## src/rtl/regfile_ctx_if.sv

```systemverilog
// Context engine bus bundle: command channel, save/restore word streams, register file port, status.
interface regfile_ctx_if #(
  parameter int DATA_W = 16,
  parameter int ADDR_W = 10,
  parameter int IDX_W  = 4
);
  logic              cmd_valid;
  logic              cmd_ready;
  logic              cmd_op;
  logic [IDX_W-1:0]  cmd_first;
  logic [IDX_W-1:0]  cmd_last;
  logic              out_valid;
  logic              out_ready;
  logic [DATA_W-1:0] out_data;
  logic              in_valid;
  logic              in_ready;
  logic [DATA_W-1:0] in_data;
  logic [1:0]        rf_rd_en;
  logic [ADDR_W-1:0] rf_rd_addr;
  logic [DATA_W-1:0] rf_data_in;
  logic [1:0]        rf_wr_en;
  logic [ADDR_W-1:0] rf_wr_addr;
  logic [DATA_W-1:0] rf_data_out;
  logic              busy;
  logic              done;
  logic              err;

  modport master (
    input  cmd_valid, cmd_op, cmd_first, cmd_last, out_ready, in_valid, in_data, rf_data_in,
    output cmd_ready, out_valid, out_data, in_ready, rf_rd_en, rf_rd_addr, rf_wr_en,
           rf_wr_addr, rf_data_out, busy, done, err
  );

  modport slave (
    output cmd_valid, cmd_op, cmd_first, cmd_last, out_ready, in_valid, in_data, rf_data_in,
    input  cmd_ready, out_valid, out_data, in_ready, rf_rd_en, rf_rd_addr, rf_wr_en,
           rf_wr_addr, rf_data_out, busy, done, err
  );
endinterface

```

## src/rtl/regfile_context_engine.sv

```systemverilog
// Register file context spill/fill engine: saves a register range to a word stream or restores it.
// Optional trailing XOR checksum word when REGFILE_CTX_CHECKSUM_EN is defined.
//
// state | meaning
// IDLE  | waiting for a command, cmd_ready high
// S_RD  | read strobe for register idx
// S_CAP | capture read data into the output word
// S_OUT | hold output word until out_ready
// R_WR  | accept inbound words, write register idx on each one
// FIN   | done (or checksum err) pulse, return to IDLE
module regfile_context_engine #(
  parameter int DATA_W   = 16,
  parameter int NUM_REGS = 16,
  parameter int ADDR_W   = 10
) (
  input logic           clock,
  input logic           nreset,
  regfile_ctx_if.master bus
);
  localparam int IDX_W = $clog2(NUM_REGS);

  typedef enum logic [2:0] {IDLE, S_RD, S_CAP, S_OUT, R_WR, FIN} state_t;

  state_t            state_q, state_d;
  logic [IDX_W-1:0]  idx_q, last_q;
  logic              busy_q, err_q, out_valid_q;
  logic [DATA_W-1:0] out_data_q;
  logic              cmd_acc, range_bad, out_hs, in_hs, wr_hs, at_last;
  logic              end_save, end_restore, chk_bad;

  assign cmd_acc   = bus.cmd_valid & (state_q == IDLE);
  assign range_bad = bus.cmd_first > bus.cmd_last;
  assign out_hs    = (state_q == S_OUT) & bus.out_ready;
  assign in_hs     = (state_q == R_WR) & bus.in_valid;
  assign at_last   = idx_q == last_q;

`ifdef REGFILE_CTX_CHECKSUM_EN
  logic              chk_phase_q, chk_bad_q;
  logic [DATA_W-1:0] xor_q;

  // Once the last register has moved, one more stream word carries the checksum.
  assign wr_hs       = in_hs & ~chk_phase_q;
  assign end_save    = out_hs & chk_phase_q;
  assign end_restore = in_hs & chk_phase_q;
  assign chk_bad     = chk_bad_q;

  always_ff @(posedge clock or negedge nreset) begin
    if (!nreset) begin
      chk_phase_q <= 1'b0;
      chk_bad_q   <= 1'b0;
      xor_q       <= '0;
    end else begin
      if (cmd_acc) begin
        chk_phase_q <= 1'b0;
        chk_bad_q   <= 1'b0;
        xor_q       <= '0;
      end
      if (state_q == S_CAP) xor_q <= xor_q ^ bus.rf_data_in;
      if (wr_hs) xor_q <= xor_q ^ bus.in_data;
      if ((out_hs | wr_hs) & at_last & ~chk_phase_q) chk_phase_q <= 1'b1;
      if (end_restore) chk_bad_q <= bus.in_data != xor_q;
    end
  end
`else
  assign wr_hs       = in_hs;
  assign end_save    = out_hs & at_last;
  assign end_restore = in_hs & at_last;
  assign chk_bad     = 1'b0;
`endif

  always_ff @(posedge clock or negedge nreset) begin
    if (!nreset) state_q <= IDLE;
    else         state_q <= state_d;
  end

  always_comb begin
    state_d = state_q;
    case (state_q)
      IDLE:  if (cmd_acc && !range_bad) state_d = bus.cmd_op ? R_WR : S_RD;
      S_RD:  state_d = S_CAP;
      S_CAP: state_d = S_OUT;
      S_OUT: begin
        if (end_save)               state_d = FIN;
        else if (out_hs && !at_last) state_d = S_RD;
      end
      R_WR:  if (end_restore) state_d = FIN;
      FIN:   state_d = IDLE;
      default: state_d = IDLE;
    endcase
  end

  always_ff @(posedge clock or negedge nreset) begin
    if (!nreset) begin
      idx_q       <= '0;
      last_q      <= '0;
      busy_q      <= 1'b0;
      err_q       <= 1'b0;
      out_valid_q <= 1'b0;
      out_data_q  <= '0;
    end else begin
      err_q <= cmd_acc & range_bad;
      if (cmd_acc) begin
        idx_q  <= bus.cmd_first;
        last_q <= bus.cmd_last;
        busy_q <= ~range_bad;
      end
      if (state_q == FIN) busy_q <= 1'b0;
      if (state_q == S_CAP) begin
        out_data_q  <= bus.rf_data_in;
        out_valid_q <= 1'b1;
      end
      if (out_hs) begin
        out_valid_q <= 1'b0;
        if (!at_last) idx_q <= idx_q + IDX_W'(1);
`ifdef REGFILE_CTX_CHECKSUM_EN
        else if (!chk_phase_q) begin
          out_data_q  <= xor_q;
          out_valid_q <= 1'b1;
        end
`endif
      end
      if (wr_hs && !at_last) idx_q <= idx_q + IDX_W'(1);
    end
  end

  // Write strobe is combinational on the inbound handshake; the index stays registered.
  assign bus.cmd_ready   = state_q == IDLE;
  assign bus.in_ready    = state_q == R_WR;
  assign bus.out_valid   = out_valid_q;
  assign bus.out_data    = out_data_q;
  assign bus.rf_rd_en    = (state_q == S_RD) ? 2'b11 : 2'b00;
  assign bus.rf_rd_addr  = (state_q == S_RD) ? {{(ADDR_W-IDX_W){1'b0}}, idx_q} : '0;
  assign bus.rf_wr_en    = wr_hs ? 2'b11 : 2'b00;
  assign bus.rf_wr_addr  = wr_hs ? {{(ADDR_W-IDX_W){1'b0}}, idx_q} : '0;
  assign bus.rf_data_out = wr_hs ? bus.in_data : '0;
  assign bus.busy        = busy_q;
  assign bus.done        = (state_q == FIN) & ~chk_bad;
  assign bus.err         = err_q | ((state_q == FIN) & chk_bad);
endmodule

```

## src/flat_wrapper.sv

```systemverilog
// flat-port wrapper written by rule: the top's interface ports become plain ports
module regfile_context_engine_flat 
#(
  parameter int DATA_W   = 16,
  parameter int NUM_REGS = 16,
  parameter int ADDR_W   = 10
)
  (clock, nreset, bus_cmd_valid, bus_cmd_op, bus_cmd_first, bus_cmd_last, bus_out_ready, bus_in_valid, bus_in_data, bus_rf_data_in, bus_cmd_ready, bus_out_valid, bus_out_data, bus_in_ready, bus_rf_rd_en, bus_rf_rd_addr, bus_rf_wr_en, bus_rf_wr_addr, bus_rf_data_out, bus_busy, bus_done, bus_err);
  regfile_ctx_if #(.DATA_W(DATA_W), .ADDR_W(ADDR_W), .IDX_W(4)) bus_i ();
  input logic clock;
  input logic nreset;
  input wire logic [$bits(bus_i.cmd_valid)-1:0] bus_cmd_valid;
  input wire logic [$bits(bus_i.cmd_op)-1:0] bus_cmd_op;
  input wire logic [$bits(bus_i.cmd_first)-1:0] bus_cmd_first;
  input wire logic [$bits(bus_i.cmd_last)-1:0] bus_cmd_last;
  input wire logic [$bits(bus_i.out_ready)-1:0] bus_out_ready;
  input wire logic [$bits(bus_i.in_valid)-1:0] bus_in_valid;
  input wire logic [$bits(bus_i.in_data)-1:0] bus_in_data;
  input wire logic [$bits(bus_i.rf_data_in)-1:0] bus_rf_data_in;
  output wire logic [$bits(bus_i.cmd_ready)-1:0] bus_cmd_ready;
  output wire logic [$bits(bus_i.out_valid)-1:0] bus_out_valid;
  output wire logic [$bits(bus_i.out_data)-1:0] bus_out_data;
  output wire logic [$bits(bus_i.in_ready)-1:0] bus_in_ready;
  output wire logic [$bits(bus_i.rf_rd_en)-1:0] bus_rf_rd_en;
  output wire logic [$bits(bus_i.rf_rd_addr)-1:0] bus_rf_rd_addr;
  output wire logic [$bits(bus_i.rf_wr_en)-1:0] bus_rf_wr_en;
  output wire logic [$bits(bus_i.rf_wr_addr)-1:0] bus_rf_wr_addr;
  output wire logic [$bits(bus_i.rf_data_out)-1:0] bus_rf_data_out;
  output wire logic [$bits(bus_i.busy)-1:0] bus_busy;
  output wire logic [$bits(bus_i.done)-1:0] bus_done;
  output wire logic [$bits(bus_i.err)-1:0] bus_err;
  assign bus_i.cmd_valid = bus_cmd_valid;
  assign bus_i.cmd_op = bus_cmd_op;
  assign bus_i.cmd_first = bus_cmd_first;
  assign bus_i.cmd_last = bus_cmd_last;
  assign bus_i.out_ready = bus_out_ready;
  assign bus_i.in_valid = bus_in_valid;
  assign bus_i.in_data = bus_in_data;
  assign bus_i.rf_data_in = bus_rf_data_in;
  assign bus_cmd_ready = bus_i.cmd_ready;
  assign bus_out_valid = bus_i.out_valid;
  assign bus_out_data = bus_i.out_data;
  assign bus_in_ready = bus_i.in_ready;
  assign bus_rf_rd_en = bus_i.rf_rd_en;
  assign bus_rf_rd_addr = bus_i.rf_rd_addr;
  assign bus_rf_wr_en = bus_i.rf_wr_en;
  assign bus_rf_wr_addr = bus_i.rf_wr_addr;
  assign bus_rf_data_out = bus_i.rf_data_out;
  assign bus_busy = bus_i.busy;
  assign bus_done = bus_i.done;
  assign bus_err = bus_i.err;
  regfile_context_engine #(.DATA_W(DATA_W), .NUM_REGS(NUM_REGS), .ADDR_W(ADDR_W)) u_core (.clock(clock), .nreset(nreset), .bus(bus_i));
endmodule
```

## config.mk

```make
export PLATFORM = sky130hd
export DESIGN_NAME = regfile_context_engine_flat
export DESIGN_NICKNAME = d
export VERILOG_FILES = /design/src/rtl/regfile_ctx_if.sv /design/src/rtl/regfile_context_engine.sv /design/src/flat_wrapper.sv
export SDC_FILE = /design/constraint.sdc
export NUM_CORES = 1
export LEC_CHECK = 0
export ABC_AREA = 1
export BUFFER_PORTS_ARGS = -buffer_cell sky130_fd_sc_hd__buf_4
export CAP_MARGIN = 40
export CORE_MARGIN = 4
export CORE_UTILIZATION = 45
export CTS_BUF_LIST = sky130_fd_sc_hd__clkbuf_4 sky130_fd_sc_hd__clkbuf_8 sky130_fd_sc_hd__clkbuf_16
export CTS_CLUSTER_DIAMETER = 200
export DETAILED_ROUTE_END_ITERATION = 6
export GPL_TIMING_DRIVEN = 0
export PLACE_DENSITY_LB_ADDON = 0.08
export SETUP_SLACK_MARGIN = 0.5
export SLEW_MARGIN = 20
export SYNTH_ARGS = -nofsm -noshare
export SYNTH_HDL_FRONTEND = slang
export SYNTH_SLANG_ARGS = --single-unit
```

## constraint.sdc

```tcl
create_clock -name clock -period 2.8 [get_ports clock]
set_input_delay 0.84 -clock clock [delete_from_list [all_inputs] [get_ports clock]]
set_output_delay 0.84 -clock clock [all_outputs]
set_load 0.1 [all_outputs]
```

==> summary.txt <==
Run status
  • Outcome: finished clean

Timing
  • RSZ-0062 raised after global routing: yes
  • Min Tclk post-route: 2.459 ns
  • Setup violators final: 0
  • Fmax: 406.7 MHz
  • Final period util: 87.82%
  • Max Slew Vio Count: 0
  • Clk_skew: 0.005811 ns
  • Hold slack: 0.4713 ns
  • Fin. Hold Viols: 0

Synthesis
  • Register area share after synthesis: 40.60%
  • Syn avg cell area: 8.522 sq um
  • EDFF count, synth: 0
  • Synth unique cells: 33
  • Syn Inst Count: 217
  • Count leader, synth: inv_1
  • Top-area cell type share of the netlist area: 40.60%
  • Synth Area in XOR/XNOR: 0.9472%
  • Main combinational cell family by area after synthesis: simple AND/OR/NAND/NOR gates
  • Primary FF master, synth: dfrtp_1
  • Post-Synth Simple-Gate Area: 21.38%
  • Async SR Flop Fraction: 100.0%
  • Area contributors post-synth: dfrtp_1, inv_1, nand2_1
  • Cell Area, Synth: 1849 sq um
  • Synth Area in Adders: 3.383%
  • Post-synth top cells: inv_1, nand2_1, dfrtp_1
  • #FFs+latches synth: 30
  • Synth Area in Compound Gates: 5.074%
  • Yosys warns: 0
  • Post-synthesis mux area share: 11.37%
  • Post-synth top area cell: dfrtp_1

Global route
  • First-pass GRT wire length: 8.273 mm
  • Largest net degree at the start of global routing: 31
  • Total track usage: 20.71%
  • Initial antenna violation count: 0
  • Global route overflow: 0
  • Vias in the first global route: 1697

Final layout
  • Diodes inserted: 0
  • Post-Route Utilization: 86.11%
  • Fillers: 221
  • Layout cell share with drive strength beyond 1: 57.23%
  • Nets: 389
  • Layout area overhead: 86.26%

Clocking
  • H-tree levels: 2
  • TritonCTS clock tree: yes
  • Clock Latency Late Sink: 0.28 ns
  • Clk buf depth: 2
  • Clock sinks: 30
  • Num CTS Buffers: 5
  • Clock root buffer: clkbuf_8
  • CTS clk-pin slew, worst paths: 0.07 ns

Route
  • DR DRC count: 0
  • Wire per inst: 15.49 microns
  • Drt total wl: 6.026 mm
  • First DRT Iteration DRCs: 72
  • Final ANT Viol Nets: 0
  • Vias after detailed routing: 1818
  • TritonRoute pass-1 iters: 4
  • Mean number of vias per cell: 4.674

Floorplanning
  • # IOs: 108
  • Row count: 23
  • Die area: 5199 sq um
  • Core box area: 4000 sq um
  • Die extent in y: 72.11 microns
  • Die X: 72.11 microns
  • Initial Util: 46.23%

Worst setup path
  • Critical R2R Launch: u_core.state_q[1]
  • Worst EP arrival: 1.62 ns
  • CP Max Fanout: 5
  • Crit path from: bus_in_valid
  • Crit Path Class: input pin to output pin
  • Startpoint types: input pin
  • Crit path capture type: output pin
  • CP required: 1.96 ns

Min path
  • Class of the worst hold path: input pin to asynchronous set/reset pin

Place
  • Port bufs: 95
  • Post-DP HPWL: 3.696 mm
  • Gpl congestion: 0.7531

Job
  • MaxCap Viol Count: 0
worst max-delay path, cell delays in order:
cell,delay (ns)
buf_8,0.09
inv_8,0.03
nor2_4,0.12
inv_4,0.08
buf_12,0.15
nor2_4,0.13
buf_12,0.18
flip-flops by register name, indices dropped and copies added, names as in the netlist:
signal	flops
u_core.bus.busy	1
u_core.state_q	3
u_core.idx_q	4
u_core.bus.out_data	16
u_core.bus.out_valid	1
u_core.bus.err	1
u_core.last_q	4
kinds of logic after synthesis:
kind of cell / Yosys count
compound gates: 16
xor+xnor: 2
fa+ha+maj: 5
buf+inv: 62
flops: 30
mux: 16
other cells: 1
simple gates: 85
final cells by class:
class / count / area, sq um / share of cell area [%]
plain buffers: 19 / 178.9 / 5.194
clock buffers: 6 / 76.32 / 2.216
clock inverters: 2 / 10.01 / 0.2906
inverters: 43 / 178.9 / 5.194
multi-input cells: 136 / 1032 / 29.97
flip-flops and latches: 30 / 753.2 / 21.87
well taps: 50 / 62.56 / 1.816
repair buffers: 103 / 1152 / 33.45
layout by cell type, fill, tap and decap left out, types with 2 or more instances in the layout:
master / n
buf_4: 87
nand2_1: 37
inv_1: 35
buf_12: 30
dfrtp_1: 28
nor2_4: 27
conb_1: 12
mux2_4: 8
mux2_2: 8
o21ai_0: 6
nor2_1: 5
ha_1: 5
clkbuf_8: 5
inv_2: 4
nand2_2: 4
nand3_1: 4
nor3_4: 2
inv_4: 2
nand2_4: 2
o211ai_1: 2
o21ai_1: 2
buf_6: 2
a31oi_1: 2
a21oi_1: 2
buf_8: 2
clkinv_2: 2
dfrtp_2: 2
metal layers:
| layer | vias to the layer above | global-route usage, % | wire, microns |
|---|---|---|---|
| met5 | - | 0 | 0 |
| met4 | 0 | 5.637 | 114 |
| met3 | 13 | 6.787 | 557 |
| met2 | 93 | 34.88 | 3135 |
| met1 | 830 | 25.42 | 2219 |
| li1 | 882 | - | - |
metrics by stage:
stage | cell area, sq um | TNS, ns | setup slack (ns) | std cells
2_1_floorplan | 2123 | -0.3564 | -0.1049 | 228
3_3_place_gp | 2899 | 0 | 0.2514 | 373
3_5_place_dp | 2899 | 0 | 0.2452 | 373
4_1_cts | 3338 | 0 | 0.3240 | 384
5_1_grt | 3445 | 0 | 0.2648 | 389
6_report | 3445 | 0 | 0.3411 | 389
worst paths after layout:
kind	slack (ns)	depth (start not counted)	end
max	0.34	7	bus_rf_data_out[1]
min	0.47	1	u_core.bus.out_data[14]
max reg2reg	1.24	9	u_core.idx_q[0]
min reg2reg	0.51	1	u_core.bus.out_data[7]
max in group asynchronous	2.03	1	u_core.state_q[1]
min in group clock	0.51	1	u_core.bus.out_data[7]
timing repair:
item,in CTS,in global routing
resized for setup,80,12
setup endpoints to repair,28,29
gates cloned,0,1
pin swaps,2,6
setup buffers,3,4
hold buffers,0,0
Power is not shown: default switching activity piles up to over one toggle a cycle in this logic, so the estimate is an artifact.
